`config.mk`:
```
export PLATFORM = sky130hd
export DESIGN_NAME = gpio_cmd_decoder
export DESIGN_NICKNAME = d
export VERILOG_FILES = /design/src/rtl/gpio_cmd_decoder_pkg.sv /design/src/rtl/gpio_edge_det.sv /design/src/rtl/gpio_cmd_decoder.sv
export SDC_FILE = /design/constraint.sdc
export NUM_CORES = 1
export LEC_CHECK = 0
export CAP_MARGIN = 40
export CORE_MARGIN = 2
export CORE_UTILIZATION = 35
export CTS_CLUSTER_DIAMETER = 100
export DETAILED_ROUTE_END_ITERATION = 16
export PLACE_DENSITY = 0.77
export SLEW_MARGIN = 20
export SYNTH_ARGS = -nofsm -noshare
export SYNTH_HDL_FRONTEND = slang
export SYNTH_SLANG_ARGS = --single-unit
```
`constraint.sdc`:
```
create_clock -name clk100 -period 2.4 [get_ports clk100]
set_input_delay 0.48 -clock clk100 [delete_from_list [all_inputs] [get_ports clk100]]
set_output_delay 0.48 -clock clk100 [all_outputs]
set_load 0.005 [all_outputs]
```
`src/rtl/gpio_cmd_decoder_pkg.sv`:
```
// -----------------------------------------------------------------------------
// gpio_cmd_decoder_pkg
// Shared definitions for the GPIO command decoder:
//   - GPIO word field positions (command byte, enable bit)
//   - command codes issued by the processor
//   - decoder FSM state type
//   - is_ber_cmd(): true for the four BER counter snapshot commands
// -----------------------------------------------------------------------------
package gpio_cmd_decoder_pkg;

  // GPIO word layout: [31:24] command, [23] enable, [22:0] payload
  localparam int CMD_MSB = 31;
  localparam int CMD_LSB = 24;
  localparam int EN_BIT  = 23;

  localparam logic [7:0] CMD_RESET       = 8'd0;
  localparam logic [7:0] CMD_EN_TX       = 8'd1;
  localparam logic [7:0] CMD_EN_RX       = 8'd2;
  localparam logic [7:0] CMD_PH_SEL      = 8'd3;
  localparam logic [7:0] CMD_RUN_MEM     = 8'd4;
  localparam logic [7:0] CMD_READ_MEM    = 8'd5;
  localparam logic [7:0] CMD_ADDR_MEM    = 8'd6;
  localparam logic [7:0] CMD_BER_S_I     = 8'd7;
  localparam logic [7:0] CMD_BER_S_Q     = 8'd8;
  localparam logic [7:0] CMD_BER_E_I     = 8'd9;
  localparam logic [7:0] CMD_BER_E_Q     = 8'd10;
  localparam logic [7:0] CMD_BER_H       = 8'd11;
  localparam logic [7:0] CMD_IS_MEM_FULL = 8'd12;

  typedef enum logic [1:0] {
    ST_IDLE     = 2'd0,
    ST_MEM_WAIT = 2'd1,
    ST_MEM_CAP  = 2'd2
  } state_t;

  function automatic logic is_ber_cmd(input logic [7:0] cmd);
    return (cmd >= CMD_BER_S_I) && (cmd <= CMD_BER_E_Q);
  endfunction

endpackage

```
`src/rtl/gpio_edge_det.sv`:
```
// -----------------------------------------------------------------------------
// gpio_edge_det
// Registers the raw GPIO output word and produces a one-cycle pulse when the
// enable bit of the registered word goes from 0 to 1.
// Ports:
//   clk       in   clock
//   i_resetn  in   asynchronous active-low reset
//   i_gpo     in   raw GPIO word from the processor
//   gpo_q     out  registered GPIO word
//   cmd_edge  out  high for the cycle in which gpo_q[EN_BIT] first reads 1
// -----------------------------------------------------------------------------
module gpio_edge_det #(
  parameter int NB_GPIOS = 32,
  parameter int EN_BIT   = 23
) (
  input  logic                clk,
  input  logic                i_resetn,
  input  logic [NB_GPIOS-1:0] i_gpo,
  output logic [NB_GPIOS-1:0] gpo_q,
  output logic                cmd_edge
);

  logic en_prev_reg;

  always_ff @(posedge clk or negedge i_resetn) begin
    if (!i_resetn) begin
      gpo_q       <= '0;
      en_prev_reg <= 1'b0;
    end else begin
      gpo_q       <= i_gpo;
      en_prev_reg <= gpo_q[EN_BIT];
    end
  end

  // A level-high enable produces a single pulse; the processor has to drop
  // the bit before the next command can be recognised.
  assign cmd_edge = gpo_q[EN_BIT] & ~en_prev_reg;

endmodule

```
`src/rtl/gpio_cmd_decoder.sv`:
```
// -----------------------------------------------------------------------------
// gpio_cmd_decoder
// Decodes processor commands written over the GPIO bus into registered
// datapath controls, and returns BER counters, log memory words and the
// memory-full flag on the read-back word.
// Ports:
//   clk100                  in   system clock
//   i_resetn                in   asynchronous active-low reset
//   i_gpo                   in   [31:24] command, [23] enable, [22:0] payload
//   o_gpi                   out  read-back word
//   o_rst                   out  datapath soft reset (active high)
//   o_enb_tx / o_enb_rx     out  Tx / Rx enables
//   o_phase_sel             out  filter phase select
//   o_run_log               out  one-cycle pulse starting memory logging
//   o_read_log              out  log memory in read mode
//   o_addr_log              out  log memory read address
//   i_mem_data              in   log memory data, one cycle after o_addr_log
//   i_mem_full              in   logger has filled the memory
//   i_ber_s_i .. i_ber_e_q  in   BER sample / error counters
// -----------------------------------------------------------------------------
module gpio_cmd_decoder
  import gpio_cmd_decoder_pkg::*;
#(
  parameter int NB_GPIOS        = 32,
  parameter int NB_CMD          = 8,
  parameter int BRAM_ADDR_WIDTH = 15,
  parameter int BRAM_DATA_WIDTH = 16,
  parameter int NB_BER_CNT      = 64,
  parameter int NB_PHASE        = 2
) (
  input  logic                       clk100,
  input  logic                       i_resetn,
  input  logic [NB_GPIOS-1:0]        i_gpo,
  output logic [NB_GPIOS-1:0]        o_gpi,
  output logic                       o_rst,
  output logic                       o_enb_tx,
  output logic                       o_enb_rx,
  output logic [NB_PHASE-1:0]        o_phase_sel,
  output logic                       o_run_log,
  output logic                       o_read_log,
  output logic [BRAM_ADDR_WIDTH-1:0] o_addr_log,
  input  logic [BRAM_DATA_WIDTH-1:0] i_mem_data,
  input  logic                       i_mem_full,
  input  logic [NB_BER_CNT-1:0]      i_ber_s_i,
  input  logic [NB_BER_CNT-1:0]      i_ber_s_q,
  input  logic [NB_BER_CNT-1:0]      i_ber_e_i,
  input  logic [NB_BER_CNT-1:0]      i_ber_e_q
);

  logic [NB_GPIOS-1:0] gpo_q;
  logic                cmd_edge;

  gpio_edge_det #(
    .NB_GPIOS (NB_GPIOS),
    .EN_BIT   (EN_BIT)
  ) u_edge_det (
    .clk      (clk100),
    .i_resetn (i_resetn),
    .i_gpo    (i_gpo),
    .gpo_q    (gpo_q),
    .cmd_edge (cmd_edge)
  );

  logic [NB_CMD-1:0] cmd;
  logic [EN_BIT-1:0] payload;

  assign cmd     = gpo_q[CMD_MSB:CMD_LSB];
  assign payload = gpo_q[EN_BIT-1:0];

  // Enable bit is consumed by the edge detector and the upper payload bits
  // carry no meaning for any command.
  logic unused_bits;
  assign unused_bits = ^{gpo_q[EN_BIT], payload[EN_BIT-1:BRAM_ADDR_WIDTH]};

  state_t                     state_reg, state_next;
  logic                       rst_reg, rst_next;
  logic                       enb_tx_reg, enb_tx_next;
  logic                       enb_rx_reg, enb_rx_next;
  logic [NB_PHASE-1:0]        phase_sel_reg, phase_sel_next;
  logic                       run_log_reg, run_log_next;
  logic                       read_log_reg, read_log_next;
  logic [BRAM_ADDR_WIDTH-1:0] addr_log_reg, addr_log_next;
  logic [NB_GPIOS-1:0]        gpi_reg, gpi_next;
  logic [NB_BER_CNT-1:0]      shadow_reg, shadow_next;
  logic [NB_BER_CNT-1:0]      ber_sel;

  always_comb begin
    case (cmd)
      CMD_BER_S_I: ber_sel = i_ber_s_i;
      CMD_BER_S_Q: ber_sel = i_ber_s_q;
      CMD_BER_E_I: ber_sel = i_ber_e_i;
      default:     ber_sel = i_ber_e_q;
    endcase
  end

  always_ff @(posedge clk100 or negedge i_resetn) begin
    if (!i_resetn) begin
      state_reg     <= ST_IDLE;
      rst_reg       <= 1'b1;
      enb_tx_reg    <= 1'b0;
      enb_rx_reg    <= 1'b0;
      phase_sel_reg <= '0;
      run_log_reg   <= 1'b0;
      read_log_reg  <= 1'b0;
      addr_log_reg  <= '0;
      gpi_reg       <= '0;
      shadow_reg    <= '0;
    end else begin
      state_reg     <= state_next;
      rst_reg       <= rst_next;
      enb_tx_reg    <= enb_tx_next;
      enb_rx_reg    <= enb_rx_next;
      phase_sel_reg <= phase_sel_next;
      run_log_reg   <= run_log_next;
      read_log_reg  <= read_log_next;
      addr_log_reg  <= addr_log_next;
      gpi_reg       <= gpi_next;
      shadow_reg    <= shadow_next;
    end
  end

  always_comb begin
    state_next     = state_reg;
    rst_next       = rst_reg;
    enb_tx_next    = enb_tx_reg;
    enb_rx_next    = enb_rx_reg;
    phase_sel_next = phase_sel_reg;
    run_log_next   = 1'b0;
    read_log_next  = read_log_reg;
    addr_log_next  = addr_log_reg;
    gpi_next       = gpi_reg;
    shadow_next    = shadow_reg;

    case (state_reg)
      ST_IDLE: begin
        if (cmd_edge) begin
          case (cmd)
            CMD_RESET:  rst_next       = payload[0];
            CMD_EN_TX:  enb_tx_next    = payload[0];
            CMD_EN_RX:  enb_rx_next    = payload[0];
            CMD_PH_SEL: phase_sel_next = payload[NB_PHASE-1:0];
            CMD_RUN_MEM: begin
              run_log_next  = 1'b1;
              read_log_next = 1'b0;
            end
            CMD_READ_MEM: begin
              read_log_next = 1'b1;
              addr_log_next = payload[BRAM_ADDR_WIDTH-1:0];
              state_next    = ST_MEM_WAIT;
            end
            CMD_ADDR_MEM: addr_log_next = payload[BRAM_ADDR_WIDTH-1:0];
            CMD_BER_H:    gpi_next = shadow_reg[NB_BER_CNT-1:NB_BER_CNT-NB_GPIOS];
            CMD_IS_MEM_FULL: gpi_next = {{(NB_GPIOS-1){1'b0}}, i_mem_full};
            default: begin
              // Whole counter is captured at once so a later BER_H returns
              // the high half matching the low half returned now.
              if (is_ber_cmd(cmd)) begin
                shadow_next = ber_sel;
                gpi_next    = ber_sel[NB_GPIOS-1:0];
              end
            end
          endcase
        end
      end
      // Address was presented last cycle; memory data lands next cycle.
      ST_MEM_WAIT: state_next = ST_MEM_CAP;
      ST_MEM_CAP: begin
        gpi_next   = {{(NB_GPIOS-BRAM_DATA_WIDTH){1'b0}}, i_mem_data};
        state_next = ST_IDLE;
      end
      default: state_next = ST_IDLE;
    endcase
  end

  assign o_gpi       = gpi_reg;
  assign o_rst       = rst_reg;
  assign o_enb_tx    = enb_tx_reg;
  assign o_enb_rx    = enb_rx_reg;
  assign o_phase_sel = phase_sel_reg;
  assign o_run_log   = run_log_reg;
  assign o_read_log  = read_log_reg;
  assign o_addr_log  = addr_log_reg;

endmodule

```
# Yosys cells after proc, flatten, opt, wreduce, memory -nomap -nowiden
# Cells that the tools add are included.
# op_classes
n_lt_le_gt_ge,2
eq_ne,17
n_mux,12
bitwise_logic,3
n_reduce_logical,17
# op_table
op,count
64-bit case mux with 3 select lines,1
32-bit case mux with 3 select lines,1
32-bit 2-to-1 mux,2
32-bit case mux with 2 select lines,1
"8-bit by 3-bit == test with 1-bit output, second input constant",4
"8-bit by 4-bit == test with 1-bit output, second input constant",4
3-bit AND reduction,6
"8-bit by 2-bit == test with 1-bit output, second input constant",2
9-bit OR reduction,1
"8-bit by 1-bit == test with 1-bit output, second input constant",1
"8-bit by 3-bit >= comparator with 1-bit output, second input constant",1
"8-bit by 4-bit <= comparator with 1-bit output, second input constant",1
8-bit logical NOT,1
4-bit AND reduction,2
7-bit OR reduction,1
2-bit 2-to-1 mux,2
"2-bit inequality test, second input constant",2
"4-bit by 2-bit inequality test with 1-bit output, second input constant",1
2-bit case mux with 2 select lines,1
2-bit nonzero test,2
1-bit 2-to-1 mux,3
"2-bit by 1-bit == test with 1-bit output, second input constant",1
"2-bit == test, second input constant",1
2-bit logical NOT,1
7 further kinds,8
# totals
register_bits,153
out_inout_bits,54

# Depth between registers and ports, before layout
# depth
depth_word,6
mapped_depth,9
ltp_nobuf,5

# Hierarchy
# A second synthesis with hierarchy kept.
# unflattened
cells_unflattened,671
area_unflattened_um2,6618.8
# by_module_without_submodules
module,instances,cells_per_inst,area_per_inst_um2,seq_area_each_um2
gpio_cmd_decoder,1,637,5779.3,2203.4
gpio_edge_det,1,34,839.6,825.8

# Worst setup path before layout
# Ideal clock, no wire load.
# synth_path
path_type,register -> register
start,register u_edge_det.gpo_q[29]
end,register addr_log_reg[10] (netlist: o_addr_log[10])
setup_time_ns,0.125
t_arrival_ns,2.449
slack_ns,-0.174
path_stages_with_launch,8
synth_period_minus_slack_ns,2.574
path_cell_list,dfrtp_1 -> or4_4 -> buf_6 -> or4_4 -> or3_1 -> buf_6 -> buf_6 -> mux2_4
# synth_via
elab_chain_len,3
word_cells_on_any_way,4
classes_between,2 x eq/ne; 2 x reduce/logical
# synth_rtl
item,line_no,source
start: declaration,gpio_edge_det.sv:19,"output logic [NB_GPIOS-1:0] gpo_q,"
start signal: assignment,gpio_edge_det.sv:30,gpo_q <= i_gpo;
8-bit by 3-bit == test with 1-bit output,gpio_cmd_decoder.sv:137,case (cmd)
2-bit OR reduction (no source line) (*),n/a,
3-bit AND reduction (no source line) (*),n/a,
end signal: assignment,gpio_cmd_decoder.sv:116,addr_log_reg <= addr_log_next;
end: declaration,gpio_cmd_decoder.sv:82,"logic [BRAM_ADDR_WIDTH-1:0] addr_log_reg, addr_log_next;"
# Every way passes the cells marked *; elsewhere a longest branch is shown, timed or not.
# A chain may end at the register's enable or synchronous reset.

# Worst setup path after layout
# layout_path
start,register u_edge_det.gpo_q[30]
end,register shadow_reg[51]
# layout_via
elab_chain_len,4
word_cells_on_any_way,19
classes_between,2 x order compare; 11 x eq/ne; 1 x mux; 1 x bitwise; 4 x reduce/logical
# layout_rtl
item,line_no,source
branches (longest 4 deep; another with 8-bit by 3-bit >= comparator with 1-bit output),n/a,
end signal: assignment,gpio_cmd_decoder.sv:118,shadow_reg <= shadow_next;
end: declaration,gpio_cmd_decoder.sv:84,"logic [NB_BER_CNT-1:0] shadow_reg, shadow_next;"
# Parallel ways; which one is timed is not known.

==> impl_results.html <==
<table>
<tr><th>Metric</th><th>Value</th></tr>
<tr><th colspan="2">Detailed routing</th></tr>
<tr><td>First-pass iteration count of the detailed router</td><td>5</td></tr>
<tr><td>Via count</td><td>just over 7000</td></tr>
<tr><td>Via count normalized by instance count</td><td>5.52</td></tr>
<tr><td>1st-iter DRT viols</td><td>511</td></tr>
<tr><td>Remaining design rule violation count</td><td>0</td></tr>
<tr><td>Post-route ant nets</td><td>0</td></tr>
<tr><td>Average wire per standard cell</td><td>20.8 µm</td></tr>
<tr><td>Routed wire length</td><td>26800 µm</td></tr>
<tr><th colspan="2">Place</th></tr>
<tr><td>Port-buffer cells</td><td>352</td></tr>
<tr><td>Dpl ws</td><td>0.00445 ns</td></tr>
<tr><td>Cell area after placement</td><td>10400 µm²</td></tr>
<tr><td># placed instances</td><td>1253</td></tr>
<tr><td>Post-DP HPWL</td><td>20600 µm</td></tr>
<tr><td>Global placement routability congestion</td><td>0.868</td></tr>
<tr><th colspan="2">Floorplan</th></tr>
<tr><td>Initial standard-cell utilization of the core</td><td>35.8%</td></tr>
<tr><td>DIE AREA</td><td>19500 µm²</td></tr>
<tr><td>Die X-Extent</td><td>140 µm</td></tr>
<tr><td>Area inside the core boundary</td><td>around 18000 µm²</td></tr>
<tr><td>Die extent in y</td><td>between 100 and 150 µm</td></tr>
<tr><td>Std cell rows</td><td>between 40 and 50</td></tr>
<tr><td>Top-level port count</td><td>361</td></tr>
<tr><th colspan="2">Yosys</th></tr>
<tr><td>Distinct cell type count after synthesis</td><td>44</td></tr>
<tr><td>Compound-Gate Fraction of Synth Area</td><td>about a quarter</td></tr>
<tr><td>Post-synth top area cell</td><td>dfrtp_1</td></tr>
<tr><td>Share of synthesized cell area in and, or, nand and nor gates</td><td>about 17%</td></tr>
<tr><td>Post-synth design cell area</td><td>~6500 µm²</td></tr>
<tr><td>Post-Synth Adder-Cell Area</td><td>0%</td></tr>
<tr><td>Register bit total from synthesis</td><td>between 100 and 150</td></tr>
<tr><td>Xor-xnor portion of the synthesized cell area</td><td>less than 1%</td></tr>
<tr><td>Largest family of logic cells by synthesized area</td><td>compound AO/OA/AOI/OAI gates</td></tr>
<tr><td>Most repeated cell in the gate-level netlist after synthesis</td><td>dfrtp_1</td></tr>
<tr><td>Share of async-settable or async-resettable flops after synthesis</td><td>100%</td></tr>
<tr><td>Mux contribution to synthesized area</td><td>between 7 and 8%</td></tr>
<tr><td>Portion of the post-synthesis area used by sequential elements</td><td>between 40% and 50%</td></tr>
<tr><td>Instance count of the mapped netlist</td><td>704</td></tr>
<tr><td>Count of flip-flops with a built-in enable after synthesis</td><td>0</td></tr>
<tr><td>Syn nets</td><td>1011</td></tr>
<tr><td>Top_reg_cell synth</td><td>dfrtp_1</td></tr>
<tr><td>Synth top cells by count</td><td>dfrtp_1 (112), nand2_1 (91), nor2_1 (65), clkbuf_1 (59), a22oi_1 (52)</td></tr>
<tr><td>Yosys Warn Count</td><td>0</td></tr>
<tr><td>Synth area leaders</td><td>dfrtp_1 (43%), a22oi_1 (6.1%), nand2_1 (5.3%), mux2_2 (5.1%), o2bb2ai_1 (4.8%)</td></tr>
<tr><td>Synthesized area divided by synthesized cell count</td><td>9.16 µm²</td></tr>
<tr><td>Proportion of netlist area held by the largest area contributor</td><td>between 40% and 50%</td></tr>
<tr><th colspan="2">Cells and area</th></tr>
<tr><td>Multi-input gate area in the final layout</td><td>3400 µm²</td></tr>
<tr><td>Nets</td><td>1351</td></tr>
<tr><td>Layout cell share with drive strength beyond 1</td><td>roughly 12%</td></tr>
<tr><td># fillers</td><td>1554</td></tr>
<tr><td>Count of placed standard cells in the final layout, fillers left out</td><td>1287</td></tr>
<tr><td>Seq. cell area</td><td>about 2800 µm²</td></tr>
<tr><td>Post-route standard cell area excluding fillers</td><td>11000 µm²</td></tr>
<tr><td>Area grow syn2layout</td><td>70.8%</td></tr>
<tr><th colspan="2">Clock tree</th></tr>
<tr><td>Clock Pin Slew Worst Setup and Hold Paths</td><td>0.05 ns</td></tr>
<tr><td>CTS tree</td><td>built</td></tr>
<tr><td># H-tree levels</td><td>4</td></tr>
<tr><td>Post-CTS repair timing setup buffer count</td><td>0</td></tr>
<tr><td>CTS sink count</td><td>between 100 and 150</td></tr>
<tr><td>Clk buf depth</td><td>2</td></tr>
<tr><td>Clock Tree Root</td><td>clkbuf_16</td></tr>
<tr><td>Clk_lat worst skew</td><td>slightly above 0.4 ns</td></tr>
<tr><td>Number of clock buffers inserted by TritonCTS</td><td>17</td></tr>
<tr><th colspan="2">Global routing</th></tr>
<tr><td>Pin count of the biggest net entering global routing</td><td>114</td></tr>
<tr><td>Wire length of the first global-routing pass</td><td>40300 µm</td></tr>
<tr><td>GRT Util Overall</td><td>27.0%</td></tr>
<tr><td>Via count of the first global-routing pass</td><td>7201</td></tr>
<tr><td>Total gr overflow</td><td>0</td></tr>
<tr><td>Number of antenna violations at the first check in global routing</td><td>1</td></tr>
<tr><th colspan="2">Flow run</th></tr>
<tr><td>Count of max-cap constraint violations</td><td>0</td></tr>
<tr><th colspan="2">Worst setup path</th></tr>
<tr><td>Cell chain of the critical path</td><td>or4_4 -&gt; or4_4 -&gt; buf_4 -&gt; a21o_1 -&gt; buf_12 -&gt; a221oi_1 -&gt; nor2_1</td></tr>
<tr><td>Top cell family by delay on the critical path</td><td>simple AND/OR/NAND/NOR gates</td></tr>
<tr><td>Category of the worst setup path launch point</td><td>register</td></tr>
<tr><td>Number of buffer and inverter stages on the critical path</td><td>2</td></tr>
<tr><td>Critical-path top delay cell</td><td>or4_4</td></tr>
<tr><td>Crit-path most repeated cell</td><td>or4_4</td></tr>
<tr><td>Biggest fanout along the worst timing path</td><td>47</td></tr>
<tr><td>Critical setup path kind</td><td>register to register</td></tr>
<tr><td>Data arrival time of the critical path</td><td>2.66 ns</td></tr>
<tr><td>Data required, critical path</td><td>2.69 ns</td></tr>
<tr><td>Category of the worst setup path capture point</td><td>register</td></tr>
<tr><td>CP peak stage delay</td><td>0.55 ns</td></tr>
<tr><th colspan="2">Timing</th></tr>
<tr><td>Shortest period the worst path allows</td><td>2.37 ns</td></tr>
<tr><td>Ratio of final minimum period to clock period</td><td>98.9%</td></tr>
<tr><td>Worst-Margin Slew</td><td>0.804 ns</td></tr>
<tr><td>Setup repair after global routing missed its margin</td><td>yes</td></tr>
<tr><td>Slew Limit Fails</td><td>0</td></tr>
<tr><td>Final number of hold-violating endpoints</td><td>0</td></tr>
<tr><td>Final setup violation count</td><td>0</td></tr>
<tr><td>Post-route setup slack</td><td>0.0274 ns</td></tr>
<tr><td>Final clock skew</td><td>0.00950 ns</td></tr>
<tr><td>Worst slew margin</td><td>around 46%</td></tr>
<tr><td>FMAX</td><td>0.421 GHz</td></tr>
<tr><th colspan="2">Pwr</th></tr>
<tr><td>Total power divided by cell area</td><td>556 nW/µm²</td></tr>
<tr><td>Worst ir drop on vdd</td><td>approximately 0.47 mV</td></tr>
<tr><td>PnR Total Power</td><td>6130 µW</td></tr>
<tr><td>Leak Pwr</td><td>between 0.004 and 0.005 µW</td></tr>
<tr><th colspan="2">Status</th></tr>
<tr><td>Outcome</td><td>completed</td></tr>
<tr><th colspan="2">Min path</th></tr>
<tr><td>Class of the tightest hold or removal check</td><td>input port to asynchronous set/reset pin</td></tr>
</table>
==> cells by family (layout without fill, tap and decap cells) <==
| logic type | count (synthesis) | after routing |
|---|---|---|
| buffers and inverters | 74 | 427 |
| multiplexers | 41 | 41 |
| AO/OA/AOI/OAI | 231 | 231 |
| flip-flops | 113 | 113 |
| XOR/XNOR | 1 | 1 |
| AND/OR/NAND/NOR | 244 | 244 |
| other | 0 | 1 |
==> what timing repair did <==
item / in CTS / in global routing
setup endpoints to repair: 1 / 34
resized for setup: 1 / 8
pin swaps: 0 / 0
hold buffers: 0 / 0
==> report_power, final <==
part | internal [µW] | switching [µW] | total, µW
logic | 874 | 473 | 1350
clock network | 1570 | 951 | 2520
registers | 2130 | 139 | 2270
==> metrics by stage <==
step | utilization (%) | hold WS [ns] | setup TNS [ns]
3_5_place_dp | 57.5 | 0.375 | 0
5_1_grt | 61.1 | 0.197 | -0.572
6_report | 61.1 | 0.134 | 0
2_1_floorplan | - | 0.184 | -0.531
3_3_place_gp | 57.5 | 0.362 | 0
4_1_cts | 60.8 | 0.179 | 0
==> cell usage in the layout (no fill, tap or decap), types with 17 or more instances in the layout <==
| cell type | synthesis | layout |
|---|---|---|
| clkdlybuf4s50_1 | 0 | 351 |
| dfrtp_1 | 112 | 111 |
| nand2_1 | 91 | 91 |
| nor2_1 | 65 | 65 |
| a22oi_1 | 52 | 52 |
| buf_4 | 0 | 36 |
| o2bb2ai_1 | 35 | 35 |
| nand3_1 | 30 | 30 |
| mux2_2 | 29 | 29 |
| a21oi_1 | 29 | 29 |
| o21ai_0 | 28 | 28 |
| nor3_1 | 20 | 18 |
| clkbuf_16 | 0 | 17 |
==> metal layers <==
metal	global-route usage, %	vias to the layer above	part of all wire (%)
li1	-	3331	-
met4	9.68	0	3.1
met3	6.09	49	7.6
met5	0	-	0
met1	33.9	3335	41
met2	45.6	386	49
==> worst paths after layout <==
check	start	to	slack [ns]	cells after the start
min in group clk100	u_edge_det.gpo_q[23]$_DFF_PN0_	u_edge_det.en_prev_reg$_DFF_PN0_	0.38	0
max in group asynchronous	i_resetn	o_gpi[20]$_DFFE_PN0P_	1.77	2
worst min register to register	u_edge_det.gpo_q[23]$_DFF_PN0_	u_edge_det.en_prev_reg$_DFF_PN0_	0.38	0
worst min-delay path	i_resetn	u_edge_det.gpo_q[2]$_DFF_PN0_	0.13	2
worst max-delay path	u_edge_det.gpo_q[30]$_DFF_PN0_	shadow_reg[51]$_DFFE_PN0P_	0.03	7
worst max register to register	u_edge_det.gpo_q[30]$_DFF_PN0_	shadow_reg[51]$_DFFE_PN0P_	0.03	7
==> cell type report <==
class,instances,share of cell area (%)
antenna,1,0.0227
clock buffer,18,3.99
clock inverter,14,1.40
inverter,1,0.0341
multi-input combinational,517,30.8
sequential,113,25.7
tap,229,2.60
timing repair buffer,394,35.4
Power figures use the tool's default switching activity.
